## config.mk

```make
export PLATFORM = sky130hd
export DESIGN_NAME = if_fetch_queue
export DESIGN_NICKNAME = d
export VERILOG_FILES = /design/src/rtl/cpu_pkg.sv /design/src/rtl/if_fetch_fifo.sv /design/src/rtl/if_fetch_queue.sv
export SDC_FILE = /design/constraint.sdc
export NUM_CORES = 1
export LEC_CHECK = 0
export ABC_AREA = 1
export CORE_UTILIZATION = 50
export CTS_CLUSTER_SIZE = 12
export DETAILED_ROUTE_END_ITERATION = 16
export GPL_TIMING_DRIVEN = 0
export PLACE_DENSITY = 0.74
export SLEW_MARGIN = 30
export SYNTH_ARGS = -nofsm -noshare
export SYNTH_HDL_FRONTEND = slang
export SYNTH_SLANG_ARGS = --single-unit
```

## constraint.sdc

```tcl
create_clock -name clk -period 2.9 [get_ports clk]
set_input_delay 0.29 -clock clk [delete_from_list [all_inputs] [get_ports clk]]
set_output_delay 0.29 -clock clk [all_outputs]
set_load 0.005 [all_outputs]
```

## src/rtl/cpu_pkg.sv

```systemverilog
// Shared fetch-path types and default bus widths for the instruction front end.
package cpu_pkg;

  localparam int unsigned CPU_ADDR_W = 16;
  localparam int unsigned CPU_INST_W = 16;

  // Fetch sequencer: idle until the first cycle out of reset, then free-running.
  typedef enum logic {
    S_IDLE = 1'b0,
    S_RUN  = 1'b1
  } fetch_state_e;

  // One prefetched instruction with the address it came from (default widths).
  typedef struct packed {
    logic [CPU_ADDR_W-1:0] pc;
    logic [CPU_INST_W-1:0] inst;
  } fetch_entry_t;

endpackage

```

## src/rtl/if_fetch_fifo.sv

```systemverilog
// DEPTH-entry synchronous FIFO holding {pc, inst} pairs for the fetch queue.
// Clear empties the queue and wins over any push/pop in the same cycle.
module if_fetch_fifo #(
  parameter int unsigned DATA_W = 32,
  parameter int unsigned DEPTH  = 4
) (
  input  logic                    clk,
  input  logic                    rst,
  input  logic                    i_push,
  input  logic [DATA_W-1:0]       i_data,
  input  logic                    i_pop,
  input  logic                    i_clear,
  output logic [DATA_W-1:0]       o_head,
  output logic [$clog2(DEPTH):0]  o_count,
  output logic                    o_full,
  output logic                    o_empty
);

  localparam int unsigned PTR_W = $clog2(DEPTH);
  localparam int unsigned CNT_W = PTR_W + 1;

  logic [DATA_W-1:0] r_mem [DEPTH];
  logic [PTR_W-1:0]  r_wptr;
  logic [PTR_W-1:0]  r_rptr;
  logic [CNT_W-1:0]  r_count;
  logic              w_do_push;
  logic              w_do_pop;

  // Qualify requests against current occupancy.
  always_comb begin
    o_full    = (r_count == CNT_W'(DEPTH));
    o_empty   = (r_count == '0);
    w_do_push = i_push && !o_full;
    w_do_pop  = i_pop && !o_empty;
    o_head    = r_mem[r_rptr];
    o_count   = r_count;
  end

  // Pointers wrap naturally since DEPTH is a power of two.
  always_ff @(posedge clk) begin
    if (rst || i_clear) begin
      r_wptr  <= '0;
      r_rptr  <= '0;
      r_count <= '0;
    end else begin
      if (w_do_push) r_wptr <= r_wptr + PTR_W'(1);
      if (w_do_pop)  r_rptr <= r_rptr + PTR_W'(1);
      if (w_do_push && !w_do_pop)      r_count <= r_count + CNT_W'(1);
      else if (w_do_pop && !w_do_push) r_count <= r_count - CNT_W'(1);
    end
  end

  // Entry storage; contents beyond the count are don't-care.
  always_ff @(posedge clk) begin
    if (w_do_push && !i_clear && !rst) r_mem[r_wptr] <= i_data;
  end

endmodule

```

## src/rtl/if_fetch_queue.sv

```systemverilog
// Instruction-fetch front end: PC generation, ROM drive and a prefetch queue
// presented to decode through valid/ready. A redirect flushes the queue.
// Optional fetch/flush statistics counters are built when IF_FETCH_STATS_EN is defined.
module if_fetch_queue
  import cpu_pkg::*;
#(
  parameter int unsigned       ADDR_W   = CPU_ADDR_W,
  parameter int unsigned       INST_W   = CPU_INST_W,
  parameter int unsigned       DEPTH    = 4,
  parameter int unsigned       PC_STEP  = 1,
  parameter logic [ADDR_W-1:0] RESET_PC = '0
) (
  input  logic                    clk,
  input  logic                    rst,
  output logic                    rom_ce_o,
  output logic [ADDR_W-1:0]       rom_addr_o,
  input  logic [INST_W-1:0]       rom_data_i,
  input  logic                    redirect_i,
  input  logic [ADDR_W-1:0]       redirect_pc_i,
  output logic                    id_valid_o,
  input  logic                    id_ready_i,
  output logic [ADDR_W-1:0]       id_pc_o,
  output logic [INST_W-1:0]       id_inst_o,
  output logic [$clog2(DEPTH):0]  count_o
`ifdef IF_FETCH_STATS_EN
  ,
  output logic [31:0]             stat_fetch_o,
  output logic [31:0]             stat_flush_o
`endif
);

  localparam int unsigned ENTRY_W = ADDR_W + INST_W;

  fetch_state_e        r_state;
  fetch_state_e        w_state_nxt;
  logic [ADDR_W-1:0]   r_pc;
  logic                w_push;
  logic                w_pop;
  logic                w_full;
  logic                w_empty;
  logic [ENTRY_W-1:0]  w_head;

  // State register.
  always_ff @(posedge clk) begin
    if (rst) r_state <= S_IDLE;
    else     r_state <= w_state_nxt;
  end

  // Next state: leave idle on the first cycle out of reset, then run until reset.
  always_comb begin
    w_state_nxt = r_state;
    case (r_state)
      S_IDLE:  w_state_nxt = S_RUN;
      S_RUN:   w_state_nxt = S_RUN;
      default: w_state_nxt = S_IDLE;
    endcase
  end

  // Fetch whenever running and there is room; redirect suppresses the push.
  always_comb begin
    rom_ce_o   = (r_state == S_RUN) && !w_full;
    rom_addr_o = r_pc;
    w_push     = rom_ce_o && !redirect_i;
    w_pop      = !w_empty && id_ready_i;
  end

  // PC: redirect target has priority over sequential advance.
  always_ff @(posedge clk) begin
    if (rst)             r_pc <= RESET_PC;
    else if (redirect_i) r_pc <= redirect_pc_i;
    else if (w_push)     r_pc <= r_pc + ADDR_W'(PC_STEP);
  end

  if_fetch_fifo #(
    .DATA_W (ENTRY_W),
    .DEPTH  (DEPTH)
  ) u_fifo (
    .clk     (clk),
    .rst     (rst),
    .i_push  (w_push),
    .i_data  ({r_pc, rom_data_i}),
    .i_pop   (w_pop),
    .i_clear (redirect_i),
    .o_head  (w_head),
    .o_count (count_o),
    .o_full  (w_full),
    .o_empty (w_empty)
  );

  // Head presentation to decode; zeroed when nothing is buffered.
  always_comb begin
    id_valid_o = !w_empty;
    id_pc_o    = w_empty ? '0 : w_head[ENTRY_W-1:INST_W];
    id_inst_o  = w_empty ? '0 : w_head[INST_W-1:0];
  end

`ifdef IF_FETCH_STATS_EN
  logic w_flush;
  assign w_flush = redirect_i && !w_empty;

  // Saturating counters of pushes and of redirects that dropped buffered work.
  always_ff @(posedge clk) begin
    if (rst) begin
      stat_fetch_o <= '0;
      stat_flush_o <= '0;
    end else begin
      if (w_push && (stat_fetch_o != 32'hFFFF_FFFF))  stat_fetch_o <= stat_fetch_o + 32'd1;
      if (w_flush && (stat_flush_o != 32'hFFFF_FFFF)) stat_flush_o <= stat_flush_o + 32'd1;
    end
  end
`else
  // Statistics counters are not built in this configuration.
`endif

endmodule

```

==> flow_summary.ini <==
[yosys]
ys_ff_latch = 154
syn_nets = 656
synthAdderAreaFrac_pct = 1.48
synth_top_family_by_area = simple AND/OR/NAND/NOR gates
yosysTopAreaCellShare_pct = 59.6
yosysSeqAreaShare_pct = 67.7
synth_compound_area_share_pct = 11.0
synth-simple-area-share_pct = 15.2
yosysMostFrequentCell = nor2_1
yosys.area.top_type = edfxtp_1
netlist_area_mm2 = 0.00644
yosysWarnings = 0
synthCells = 613
yosys-top-cells-area = edfxtp_1 (60%), nor2_1 (8.8%), dfxtp_1 (8.1%)
synthTopCellsByCount = nor2_1 (151), edfxtp_1 (128), o21ai_0 (71)
synth-main-ff-cell = edfxtp_1
ys_types = 28
synth.mux.area_fraction_pct = 0
synth-xor-area-share_pct = 0.408
async_reset_ff_share_pct = 0
avgSynthCellArea_um2 = 10.5
synth-edff-count = 128

[timing]
fmax_mhz = 367
setup_viol = 0
fin_crit_sh_pct = 93.9
fin_setup_tns_ns = 0
final_hold_viol_count = 0
fin_skew_ns = 0.00769
period_needed_ns = 2.72
rsz0062_at_grt = no
slew_headroom_pct = 60.2
tightest_slew_ns = 0.595
final_max_slew_viol_count = 0

[critical_path]
reg2reg_depth = 10
rr_startpoint = u_fifo.o_count[0]
path_max_fanout = 10
slowest_stage = clkbuf_1
startpoint_type = flip-flop
cp_data_arrival_time_ns = 2.43
path_class = flip-flop to output port
endpoint_kind = output port
worstPathRequired_ns = 2.61
r2r_slack_ns = 0.59
worst_r2r_endpoint = u_fifo.o_count[2]
max_stage_delay_ns = 0.52
crit_chain = nor3_2 -> clkbuf_1 -> a21oi_1 -> clkdlybuf4s50_1

[global_route]
grt_usage_pct = 23.8
grt_first_pass_wirelength_mm = 23.4
use_met3_pct = 5.70
antenna_found_initial = 0
grt_use_met1_pct = 29.8
grt_pass1_vias = 4834
grt_max_degree = 22
grt_overflow = 0
grtUsageMet2_pct = 39.8
busiest_layer = met2

[clock_network]
cts_max_level = 4
path_clk_slew_ns = 0.06
clock_latency_ns = 0.42
ctsLongestPathBuffers = 2
cts_resized = 0
cts.sinks = 154
hold_buffers = 0
cts_tree = done
cts-root-buf = clkbuf_16
cts_buffers = 17
cts_setup_buffers = 0

[floorplanning]
rows = 41
initial_core_util_pct = 51.3
dieArea_mm2 = 0.0133
chipWidth_um = 116
ios = 89
core_mm2 = 0.0126
fp.dieH_um = 116

[power]
powerDensity_mw_per_mm2 = 616
p_leak_nw = 2.94
peakVddDrop_v = 0.000501

[routing]
viasPerCell = 5.30
ant_nets = 0
drcViolationCount = 0
dr.pass1.iters = 5
num_vias = 4823
drt-initial-drc-count = 385
wl_mm = 14.9
avgRoutedWirePerCell_um = 16.3

[place]
postPlaceCellArea_mm2 = 0.00770
port_buffers = 88
gp_congestion = 0.884
dp_hpwl_mm = 9.72

[worst_hold_path]
hold_end = rom_addr_o[8]
hold_start = redirect_pc_i[8]
hold_class = primary input to flip-flop
hold-path-cell-count = 3

[cells_and_area]
final_nets = 768
syn_to_final_growth_pct = 28.6
diodes = 0
drive_gt1_share_pct = 9.49
fin_area_mm2 = 0.00829

[flow_run]
drv_cap = 0

[run_status]
status = finished clean
==> kinds of logic after synthesis <==
family                   Yosys count
AO/OA/AOI/OAI                    140
AND/OR/NAND/NOR                  242
XOR/XNOR                           3
flip-flops                       154
adder cells (fa/ha/maj)            7
buffers and inverters             67
==> worst max-delay path: cells and delay by family, from the launching register on <==
kind | cells | cell delay, ns
simple gates | 1 | 0.49
flops | 1 | 0.36
buf+inv | 2 | 1.00
compound gates | 1 | 0.16
==> per-layer routing <==
metal	up-vias	share of wire, %
met4	0	2.0
met1	2286	43
li1	2335	-
met2	176	49
met3	26	6.0
met5	-	0
==> flip-flops by register name, summed over array words and instances, names as in the netlist, named ones only <==
name	count
r_state	1
u_fifo.o_count	3
u_fifo.r_rptr	2
u_fifo.r_mem	128
u_fifo.r_wptr	2
rom_addr_o	16
==> cell type report <==
| cell class | count | area (um^2) |
|---|---|---|
| flip-flops and latches | 154 | 4360 |
| inverters | 40 | 150 |
| clock buffers | 20 | 478 |
| repair buffers | 93 | 1010 |
| clock inverters | 12 | 111 |
| fillers | 949 | 4280 |
| plain buffers | 27 | 124 |
| multi-input cells | 392 | 1840 |
| well taps | 172 | 215 |
==> power breakdown <==
group / switching [mW] / internal, mW / leakage (nW)
clock: 0.873 / 1.28 / 0.292
sequential: 0.0489 / 2.44 / 1.38
combinational: 0.234 / 0.228 / 1.26
total: 1.16 / 3.95 / 2.94
==> worst max-delay path by stage <==
stage | from | to | slack [ns] | cells after the start
floorplan | redirect_i | u_fifo.r_mem[0][0] | 0.23 | 6
global placement | redirect_i | u_fifo.r_mem[1][2] | -1.32 | 7
detailed placement | redirect_i | u_fifo.r_mem[3][2] | 0.28 | 8
CTS | u_fifo.o_count[0] | id_pc_o[2] | 0.18 | 4
global route | u_fifo.o_count[0] | id_pc_o[4] | 0.09 | 4
finish | u_fifo.o_count[0] | id_pc_o[4] | 0.18 | 4
==> placed cells by master, fill, tap and decap left out, types with 2 or more instances in the layout <==
cell	n
clkbuf_16	18
inv_1	31
buf_1	2
nor2_2	3
o21ai_1	19
clkinv_1	2
o21ai_0	71
buf_16	4
xor2_1	3
nor2_4	6
clkinv_4	4
a31oi_1	3
clkinv_2	3
nand2_1	64
inv_6	2
inv_2	7
nor2_1	147
clkdlybuf4s50_1	88
ha_1	6
clkbuf_1	12
clkbuf_8	2
a21oi_1	46
nand3_1	14
edfxtp_1	128
dfxtp_1	26
nor3_1	2
nand4_1	2
buf_2	12
==> stage by stage <==
stage,hold slack [ns],worst slack (ns),power [mW],utilization (%),std cells
floorplan,0.389,0.230,2.72,-,613
global placement,0.456,-1.32,2.97,60.0,873
detailed placement,0.463,0.275,3.00,61.2,878
CTS,0.436,0.182,5.12,65.9,910
global route,0.471,0.0880,5.28,65.9,910
finish,0.449,0.178,5.11,65.9,910
Note: power is estimated with default switching activity, not from simulation.
